--- config.mk ---
export PLATFORM = sky130hd
export DESIGN_NAME = mem_port_arbiter_flat
export DESIGN_NICKNAME = d
export VERILOG_FILES = /design/src/rtl/mem_port_arbiter_pkg.sv /design/src/rtl/mem_port_arbiter_if.sv /design/src/rtl/mem_port_arbiter.sv /design/src/flat_wrapper.sv
export SDC_FILE = /design/constraint.sdc
export NUM_CORES = 1
export LEC_CHECK = 0
export ABC_CLOCK_PERIOD_IN_PS = 3060
export CAP_MARGIN = 20
export CELL_PAD_IN_SITES_DETAIL_PLACEMENT = 0
export CELL_PAD_IN_SITES_GLOBAL_PLACEMENT = 1
export CORE_MARGIN = 3
export CORE_UTILIZATION = 32
export CTS_BUF_LIST = sky130_fd_sc_hd__clkbuf_8 sky130_fd_sc_hd__clkbuf_16
export CTS_CLUSTER_DIAMETER = 80
export DETAILED_ROUTE_END_ITERATION = 8
export PLACE_DENSITY = 0.91
export SYNTH_ARGS = -nofsm -noshare
export SYNTH_HDL_FRONTEND = slang
export SYNTH_SLANG_ARGS = --single-unit
--- constraint.sdc ---
create_clock -name clk_i -period 3.06 [get_ports clk_i]
set_clock_uncertainty 0.2 [all_clocks]
set_input_delay 0.918 -clock clk_i [delete_from_list [all_inputs] [get_ports clk_i]]
set_output_delay 0.918 -clock clk_i [all_outputs]
set_load 0.02 [all_outputs]
--- src/rtl/mem_port_arbiter_pkg.sv ---
// Shared sizes and encodings for the fetch/data memory-port arbiter.
package mem_port_arbiter_pkg;

  localparam int ADDR_SIZE = 32;
  localparam int DATA_SIZE = 32;

  typedef enum logic [1:0] {
    ARB_IDLE = 2'd0,
    ARB_BUSY = 2'd1,
    ARB_DONE = 2'd2
  } arb_state_e;

  localparam logic OWN_IF = 1'b0;
  localparam logic OWN_D  = 1'b1;

endpackage

--- src/rtl/mem_port_arbiter_if.sv ---
// Fetch, data and memory handshake bundle around the shared memory port.
// slave = arbiter view; master = pipeline plus memory model view.
interface mem_port_arbiter_if
  import mem_port_arbiter_pkg::*;
#(
  parameter int AddrSize = ADDR_SIZE,
  parameter int DataSize = DATA_SIZE
);

  logic                  if_req_i;
  logic [AddrSize-1:0]   if_addr_i;
  logic [DataSize-1:0]   if_rdata_o;
  logic                  if_ready_o;
  logic                  if_err_o;

  logic                  d_req_i;
  logic                  d_we_i;
  logic [DataSize/8-1:0] d_be_i;
  logic [AddrSize-1:0]   d_addr_i;
  logic [DataSize-1:0]   d_wdata_i;
  logic [DataSize-1:0]   d_rdata_o;
  logic                  d_ready_o;
  logic                  d_err_o;

  logic                  mem_req_o;
  logic                  mem_we_o;
  logic [DataSize/8-1:0] mem_be_o;
  logic [AddrSize-1:0]   mem_addr_o;
  logic [DataSize-1:0]   mem_wdata_o;
  logic [DataSize-1:0]   mem_rdata_i;
  logic                  mem_ack_i;

  modport slave (
    input  if_req_i, if_addr_i,
    output if_rdata_o, if_ready_o, if_err_o,
    input  d_req_i, d_we_i, d_be_i, d_addr_i, d_wdata_i,
    output d_rdata_o, d_ready_o, d_err_o,
    output mem_req_o, mem_we_o, mem_be_o, mem_addr_o, mem_wdata_o,
    input  mem_rdata_i, mem_ack_i
  );

  modport master (
    output if_req_i, if_addr_i,
    input  if_rdata_o, if_ready_o, if_err_o,
    output d_req_i, d_we_i, d_be_i, d_addr_i, d_wdata_i,
    input  d_rdata_o, d_ready_o, d_err_o,
    input  mem_req_o, mem_we_o, mem_be_o, mem_addr_o, mem_wdata_o,
    output mem_rdata_i, mem_ack_i
  );

endinterface

--- src/rtl/mem_port_arbiter.sv ---
// Data-first arbiter for the single memory port: request-to-ready >= 2 cycles, 3-cycle issue interval.
// Requesters hold req until their one-cycle ready; a missing ack closes the transaction with err after Timeout cycles.
module mem_port_arbiter
  import mem_port_arbiter_pkg::*;
#(
  parameter int AddrSize = ADDR_SIZE,
  parameter int DataSize = DATA_SIZE,
  parameter int Timeout  = 15
) (
  input  logic             clk_i,
  input  logic             rst_i,
  mem_port_arbiter_if.slave bus
);

  localparam logic [7:0] TimeoutLast = 8'(Timeout - 1);

  arb_state_e            state_q, state_d;
  logic                  owner_q;
  logic [7:0]            wait_cnt_q;

  logic                  mem_req_q;
  logic                  mem_we_q;
  logic [DataSize/8-1:0] mem_be_q;
  logic [AddrSize-1:0]   mem_addr_q;
  logic [DataSize-1:0]   mem_wdata_q;

  logic [DataSize-1:0]   if_rdata_q, d_rdata_q;
  logic                  if_ready_q, d_ready_q;
  logic                  if_err_q, d_err_q;

  logic                  ack_hit;
  logic                  expired;
  logic                  finish;
  logic [DataSize-1:0]   cap_rdata;

  always_comb begin
    state_d   = state_q;
    ack_hit   = 1'b0;
    expired   = 1'b0;
    finish    = 1'b0;
    cap_rdata = '0;
    case (state_q)
      ARB_IDLE: begin
        if (bus.d_req_i || bus.if_req_i) state_d = ARB_BUSY;
      end
      ARB_BUSY: begin
        // An ack landing in the last allowed cycle beats the timeout.
        ack_hit = bus.mem_ack_i;
        expired = !bus.mem_ack_i && (wait_cnt_q == TimeoutLast);
        finish  = ack_hit || expired;
        if (ack_hit && !mem_we_q) cap_rdata = bus.mem_rdata_i;
        if (finish) state_d = ARB_DONE;
      end
      ARB_DONE: state_d = ARB_IDLE;
      default:  state_d = ARB_IDLE;
    endcase
  end

  always_ff @(posedge clk_i) begin
    if (rst_i) begin
      state_q     <= ARB_IDLE;
      owner_q     <= OWN_IF;
      wait_cnt_q  <= '0;
      mem_req_q   <= 1'b0;
      mem_we_q    <= 1'b0;
      mem_be_q    <= '0;
      mem_addr_q  <= '0;
      mem_wdata_q <= '0;
      if_rdata_q  <= '0;
      d_rdata_q   <= '0;
      if_ready_q  <= 1'b0;
      d_ready_q   <= 1'b0;
      if_err_q    <= 1'b0;
      d_err_q     <= 1'b0;
    end else begin
      state_q    <= state_d;
      if_ready_q <= 1'b0;
      d_ready_q  <= 1'b0;
      case (state_q)
        ARB_IDLE: begin
          wait_cnt_q <= '0;
          if (bus.d_req_i) begin
            owner_q     <= OWN_D;
            mem_req_q   <= 1'b1;
            mem_we_q    <= bus.d_we_i;
            mem_be_q    <= bus.d_be_i;
            mem_addr_q  <= bus.d_addr_i;
            mem_wdata_q <= bus.d_wdata_i;
          end else if (bus.if_req_i) begin
            owner_q     <= OWN_IF;
            mem_req_q   <= 1'b1;
            mem_we_q    <= 1'b0;
            mem_be_q    <= '1;
            mem_addr_q  <= bus.if_addr_i;
            mem_wdata_q <= '0;
          end
        end
        ARB_BUSY: begin
          if (finish) begin
            mem_req_q <= 1'b0;
            if (owner_q == OWN_D) begin
              d_rdata_q <= cap_rdata;
              d_err_q   <= expired;
              d_ready_q <= 1'b1;
            end else begin
              if_rdata_q <= cap_rdata;
              if_err_q   <= expired;
              if_ready_q <= 1'b1;
            end
          end else begin
            wait_cnt_q <= wait_cnt_q + 8'd1;
          end
        end
        default: ;
      endcase
    end
  end

  assign bus.mem_req_o   = mem_req_q;
  assign bus.mem_we_o    = mem_we_q;
  assign bus.mem_be_o    = mem_be_q;
  assign bus.mem_addr_o  = mem_addr_q;
  assign bus.mem_wdata_o = mem_wdata_q;
  assign bus.if_rdata_o  = if_rdata_q;
  assign bus.if_ready_o  = if_ready_q;
  assign bus.if_err_o    = if_err_q;
  assign bus.d_rdata_o   = d_rdata_q;
  assign bus.d_ready_o   = d_ready_q;
  assign bus.d_err_o     = d_err_q;

endmodule

--- src/flat_wrapper.sv ---
// flat-port wrapper written by rule: the top's interface ports become plain ports
module mem_port_arbiter_flat import mem_port_arbiter_pkg::*;
#(
  parameter int AddrSize = ADDR_SIZE,
  parameter int DataSize = DATA_SIZE,
  parameter int Timeout  = 15
)
  (clk_i, rst_i, bus_if_req_i, bus_if_addr_i, bus_if_rdata_o, bus_if_ready_o, bus_if_err_o, bus_d_req_i, bus_d_we_i, bus_d_be_i, bus_d_addr_i, bus_d_wdata_i, bus_d_rdata_o, bus_d_ready_o, bus_d_err_o, bus_mem_req_o, bus_mem_we_o, bus_mem_be_o, bus_mem_addr_o, bus_mem_wdata_o, bus_mem_rdata_i, bus_mem_ack_i);
  mem_port_arbiter_if #(.AddrSize(AddrSize), .DataSize(DataSize)) bus_i ();
  input  logic clk_i;
  input  logic rst_i;
  input wire logic [$bits(bus_i.if_req_i)-1:0] bus_if_req_i;
  input wire logic [$bits(bus_i.if_addr_i)-1:0] bus_if_addr_i;
  output wire logic [$bits(bus_i.if_rdata_o)-1:0] bus_if_rdata_o;
  output wire logic [$bits(bus_i.if_ready_o)-1:0] bus_if_ready_o;
  output wire logic [$bits(bus_i.if_err_o)-1:0] bus_if_err_o;
  input wire logic [$bits(bus_i.d_req_i)-1:0] bus_d_req_i;
  input wire logic [$bits(bus_i.d_we_i)-1:0] bus_d_we_i;
  input wire logic [$bits(bus_i.d_be_i)-1:0] bus_d_be_i;
  input wire logic [$bits(bus_i.d_addr_i)-1:0] bus_d_addr_i;
  input wire logic [$bits(bus_i.d_wdata_i)-1:0] bus_d_wdata_i;
  output wire logic [$bits(bus_i.d_rdata_o)-1:0] bus_d_rdata_o;
  output wire logic [$bits(bus_i.d_ready_o)-1:0] bus_d_ready_o;
  output wire logic [$bits(bus_i.d_err_o)-1:0] bus_d_err_o;
  output wire logic [$bits(bus_i.mem_req_o)-1:0] bus_mem_req_o;
  output wire logic [$bits(bus_i.mem_we_o)-1:0] bus_mem_we_o;
  output wire logic [$bits(bus_i.mem_be_o)-1:0] bus_mem_be_o;
  output wire logic [$bits(bus_i.mem_addr_o)-1:0] bus_mem_addr_o;
  output wire logic [$bits(bus_i.mem_wdata_o)-1:0] bus_mem_wdata_o;
  input wire logic [$bits(bus_i.mem_rdata_i)-1:0] bus_mem_rdata_i;
  input wire logic [$bits(bus_i.mem_ack_i)-1:0] bus_mem_ack_i;
  assign bus_i.if_req_i = bus_if_req_i;
  assign bus_i.if_addr_i = bus_if_addr_i;
  assign bus_if_rdata_o = bus_i.if_rdata_o;
  assign bus_if_ready_o = bus_i.if_ready_o;
  assign bus_if_err_o = bus_i.if_err_o;
  assign bus_i.d_req_i = bus_d_req_i;
  assign bus_i.d_we_i = bus_d_we_i;
  assign bus_i.d_be_i = bus_d_be_i;
  assign bus_i.d_addr_i = bus_d_addr_i;
  assign bus_i.d_wdata_i = bus_d_wdata_i;
  assign bus_d_rdata_o = bus_i.d_rdata_o;
  assign bus_d_ready_o = bus_i.d_ready_o;
  assign bus_d_err_o = bus_i.d_err_o;
  assign bus_mem_req_o = bus_i.mem_req_o;
  assign bus_mem_we_o = bus_i.mem_we_o;
  assign bus_mem_be_o = bus_i.mem_be_o;
  assign bus_mem_addr_o = bus_i.mem_addr_o;
  assign bus_mem_wdata_o = bus_i.mem_wdata_o;
  assign bus_i.mem_rdata_i = bus_mem_rdata_i;
  assign bus_i.mem_ack_i = bus_mem_ack_i;
  mem_port_arbiter #(.AddrSize(AddrSize), .DataSize(DataSize), .Timeout(Timeout)) u_core (.clk_i(clk_i), .rst_i(rst_i), .bus(bus_i));
endmodule
### After elaboration in Yosys (flattened, before gate mapping)

Index checks and enable logic that the tools add are counted.

| storage, ports and cells | value |
|---|---|
| word-level logic and storage cells | 63 |
| output and inout bits | 138 |
| bits of input ports | 138 |
| bits in registers | 149 |

| operators by class | value |
|---|---|
| $add $sub $neg | 1 |
| muxes and demuxes | 22 |
| bitwise operators | 3 |
| equality and inequality tests | 7 |
| reduce and logical (&&, ||, !) cells | 16 |

Operators with widths:

| cell | count |
|---|---|
| 32-bit two-way mux | 5 |
| 8-bit one-hot mux with 2 select lines | 1 |
| 1-bit two-way mux | 9 |
| 3-bit AND reduction | 3 |
| 8-bit by 1-bit adder with 8-bit output, second input constant | 1 |
| 8-bit by 4-bit equality test with 1-bit output, second input constant | 1 |
| 4-bit two-way mux | 2 |
| 8-bit two-way mux | 1 |
| 2-bit by 1-bit inequality test with 1-bit output, second input constant | 3 |
| 2-bit AND reduction | 3 |
| 2-bit two-way mux | 2 |
| 2-bit one-hot mux with 2 select lines | 1 |
| 2-bit nonzero test | 2 |
| 3-bit inequality test, second input constant | 1 |
| 1-bit inverter | 3 |
| 3-bit OR reduction | 1 |
| 2-bit by 1-bit equality test with 1-bit output, second input constant | 1 |
| 1-bit logical AND | 2 |
| 1-bit zero test | 2 |
| 2-bit zero test | 1 |
| 1-bit logical OR | 2 |
| 2-bit inequality test, second input constant | 1 |
| 1-bit one-hot mux with 2 select lines | 1 |

### Depth between registers and ports, before layout

| logic depth | value |
|---|---|
| depth in word-level cells | 6 |
| mapped depth | 7 |
| depth with buffers taken out | 6 |

### Worst setup path before layout

Ideal clock, no wire load.

| timing | value |
|---|---|
| path type | input -> register |
| start point | in bus_d_req_i |
| end point | reg u_core.mem_be_q[0] (netlist: u_core.bus.mem_be_o[0]) |
| setup slack | 823 ps |
| data required time | 2732 ps |
| stages | 5 |
| path buffers | 2 |
| library setup time | 128 ps |
| arrival time | 1909 ps |
| cells stage by stage | buf_2 clkbuf_1 nand2_1 o22ai_1 nor2_1 |

| on the way | value |
|---|---|
| cells in the longest elaborated chain, start to end | 2 |
| elaborated cells on any way between the ends | 3 |
| classes of those cells | 1 x mux; 2 x reduce/logical |

RTL lines:

| what | line | source |
|---|---|---|
| start: declaration | flat_wrapper.sv:17 | `input wire logic [$bits(bus_i.d_req_i)-1:0] bus_d_req_i;` |
| 2-bit nonzero test (no line) | - |  |
| 2-bit AND reduction (no line) | - |  |
| end signal: assignment | mem_port_arbiter.sv:86 | `mem_be_q <= bus.d_be_i;` |
| end: declaration | mem_port_arbiter.sv:23 | `logic [DataSize/8-1:0] mem_be_q;` |

Parallel ways exist; a longest one is shown, timed or not.
A chain may end at the register's enable or synchronous reset.

### Final worst setup path

| timing | value |
|---|---|
| start point | reg u_core.mem_we_q (netlist: u_core.bus.mem_we_o) |
| end point | out bus_mem_we_o |

RTL lines:

| what | line | source |
|---|---|---|
| start: declaration | mem_port_arbiter.sv:22 | `logic mem_we_q;` |
| start signal: assignment | mem_port_arbiter.sv:85 | `mem_we_q <= bus.d_we_i;` |
| end: declaration | flat_wrapper.sv:26 | `output wire logic [$bits(bus_i.mem_we_o)-1:0] bus_mem_we_o;` |

No word-level cell between the ends.

==> metrics.txt <==
hold crit path type reg -> reg; Post-Syn Instances roughly 500; pre-CTS setup slack approximately 140 ps; Worst EP required just under 2000 ps; standard-cell rows between 40 and 50; RePlAce Congestion ~0.78; pin count of the biggest net entering global routing 83; worst skew pair latency ~420 ps; Die Ht 137 µm; 1st-iter DRT viols 210; slowest stage delay, CP 690 ps; Seq pwr share 0.434; commonest cells after routing, fill and taps aside 273 x clkdlybuf4s50_1, 149 x dfxtp_1, 78 x nor2_1; CP endpoint bus_mem_we_o; sequential fraction of the synthesis area 0.545; routed via count a little over 5000; pwr dens 547 nW/µm²; Static Leakage ~0.0033 µW; clk buf depth 2; Pint 3570 µW; logic gate share of total power 0.187; Total GRT Usage 0.175; vias per cell 5.04; Total Die Area 18700 µm²; RSZ-0062 raised after global routing false; grt ovf 0; setup TNS 0 ps; fin crit share 0.870; status finished clean; worst r2r path cells 6; DP Wirelength between 10000 and 15000 µm; First-pass DRT Iterations 4; Peak VDD IR between 400 and 500 µV; CORE AREA 16600 µm²; WS Path Type reg -> out; antenna-violating nets left 0; Worst R2R Setup Slack between 600 and 700 ps; final wirelength approximately 17000 µm; fmax about 380 MHz; CP bufs+invs 1; # DRC 0; Synth cell types 40; area delta synth->final 63.2%; Async SR Flop Fraction 0; syn avg cell area roughly 11 µm²; CTS sink cnt between 100 and 150; antenna diode count 0; Worst Path Arrival roughly 1500 ps; ys flop type dfxtp_1; DR WL/cell around 17 µm; Reg-to-Reg End u_core.bus.d_rdata_o[15]$_SDFFE_PP0P_; CP top delay family buffers and inverters; TritonCTS buffer count 17; Slowest cell on crit path clkdlybuf4s50_1; Post-synth EDFFs 0; Top Ports between 200 and 300; #FFs+latches synth between 100 and 150; WP depth 1; Worst Tran Pin Value slightly below 1000 ps; Die W between 100 and 150 µm; crit start category flip-flop; NumNets Final ~910; TritonCTS clock tree yes; Setup violations, final 0; Worst Setup SP u_core.bus.mem_we_o$_SDFFE_PP0P_; Psw 1320 µW; most common cell after layout, fill and taps aside clkdlybuf4s50_1; number of synthesis warnings 0; worst-path cell chain clkdlybuf4s50_1; PortBufs around 280; clock root cell clkbuf_16; initial antenna violation count 1; post-route worst setup slack 398 ps; Clk pin slew, worst setup/hold paths 60 ps; # H-tree levels 4; layout cells sized above 1 0.0716; minimum clock period approximately 2700 ps; RR Startpoint u_core.wait_cnt_q[0]$_SDFFE_PP0P_; Slew Limit Fails 0; Max Cap Violations 0; relative slew slack 0.357; post-CTS setup buffers 0; vias in the first global route just under 5000; Crit. End Element primary output; wire length of the first global-routing pass around 26000 µm; Starting Density 0.329; final hold violation count 0; Clock power frac 0.378; Crit Path Max Fanout 4; syn_nets roughly 650; post-CTS sizing 0; CTS Hold Bufs 0; Sw Share 0.270; mapped cell area 5470 µm²
## worst register-to-register path: stages, from the launching register on
cell	delay, ps
dfxtp_1	360
inv_1	80
ha_1	130
or4b_4	480
o21bai_4	280
a31oi_4	400
a32o_1	390
## registers in the layout (all words and copies together), names as in the netlist, 2 cells and up
signal and cells:
u_core.bus.d_rdata_o 32, u_core.bus.if_rdata_o 32, u_core.bus.mem_addr_o 32, u_core.bus.mem_wdata_o 32, u_core.wait_cnt_q 8, u_core.bus.mem_be_o 4
u_core.state_q 2
## synth_stat cells, types with 2 or more instances
cell        n  share of area
nand3b_1    2         0.0027
o21a_1      2         0.0027
nor2_1     78          0.053
dfxtp_1   149           0.55
a21oi_1     7         0.0064
o21ai_0     2         0.0018
or3_1       2         0.0023
nand3_1     3         0.0027
mux2i_1    33          0.060
a211oi_1   35          0.048
buf_2      10         0.0091
nor2b_1     4         0.0046
nand2_1    11         0.0075
a31oi_1     7         0.0080
buf_6       6          0.012
nor3_1      2         0.0018
a22oi_1    33          0.045
ha_1        2         0.0046
or4_1       3         0.0041
clkbuf_1   31          0.021
inv_1       3         0.0021
a32o_1     64           0.12
buf_1       4         0.0027
and2_1      2         0.0023
o22ai_1     4         0.0046
## cell type report
cell class | count | area, µm²
Fill cell | 1521 | 7710
Clock inverter | 12 | 82.6
Sequential cell | 149 | 2980
Multi-Input combinational cell | 310 | 2250
Tap cell | 220 | 275
Timing Repair Buffer | 290 | 2890
Clock buffer | 18 | 439
Inverter | 3 | 11.3
## worst min-delay path by stage
stage | endpoint | cells after the start | slack [ps] | startpoint
after floorplan | u_core.wait_cnt_q[4]$_SDFFE_PP0P_ | 2 | 250 | u_core.wait_cnt_q[4]$_SDFFE_PP0P_
after global placement | u_core.bus.if_rdata_o[3]$_SDFFE_PP0P_ | 1 | 240 | u_core.bus.if_rdata_o[3]$_SDFFE_PP0P_
after detailed placement | u_core.bus.if_rdata_o[13]$_SDFFE_PP0P_ | 1 | 250 | u_core.bus.if_rdata_o[13]$_SDFFE_PP0P_
after CTS | u_core.bus.d_rdata_o[17]$_SDFFE_PP0P_ | 1 | 270 | u_core.bus.d_rdata_o[17]$_SDFFE_PP0P_
after global routing | u_core.bus.if_rdata_o[7]$_SDFFE_PP0P_ | 1 | 270 | u_core.bus.if_rdata_o[7]$_SDFFE_PP0P_
final | u_core.bus.d_rdata_o[3]$_SDFFE_PP0P_ | 1 | 260 | u_core.bus.d_rdata_o[3]$_SDFFE_PP0P_
## metal layers
layer / routed length, µm / vias up / share of wire / track usage
met2: 8220 / 199 / 0.49 / 0.295
met4: 146 / 2 / 0.0087 / 0.0421
met1: 6560 / 2369 / 0.39 / 0.200
met3: 1870 / 12 / 0.11 / 0.0860
li1: - / 2472 / - / -
met5: 13 / - / 0.00077 / 0
## stage by stage
| step | utilization | total power (µW) | hold WS (ps) | cells | area, µm² |
|---|---|---|---|---|---|
| 2_1_floorplan | - | 2600 | 253 | 514 | 5470 |
| 3_3_place_gp | 0.505 | 3080 | 245 | 972 | 8410 |
| 3_5_place_dp | 0.505 | 3090 | 254 | 972 | 8410 |
| 4_1_cts | 0.537 | 4960 | 269 | 1002 | 8930 |
| 5_1_grt | 0.537 | 5120 | 274 | 1002 | 8930 |
| 6_report | 0.537 | 4890 | 264 | 1002 | 8930 |
## kinds of logic (layout without fill, tap and decap cells)
logic type      count (synthesis)  in the layout  share of synthesized area
compound gates                161            161                      0.248
fa+ha+maj                       2              2                    0.00457
buf+inv                        55            323                     0.0489
flops                         149            149                      0.545
mux                            33             33                     0.0604
simple gates                  114            114                     0.0930
## power by group through the flow
stage / combinational (µW) / clock [µW] / sequential, µW
floorplan: 314 / 0 / 2280
global placement: 918 / 0 / 2160
detailed placement: 922 / 0 / 2160
CTS: 926 / 1910 / 2120
global route: 987 / 2000 / 2140
finish: 916 / 1850 / 2120
Note: power is estimated with default switching activity, not from simulation.
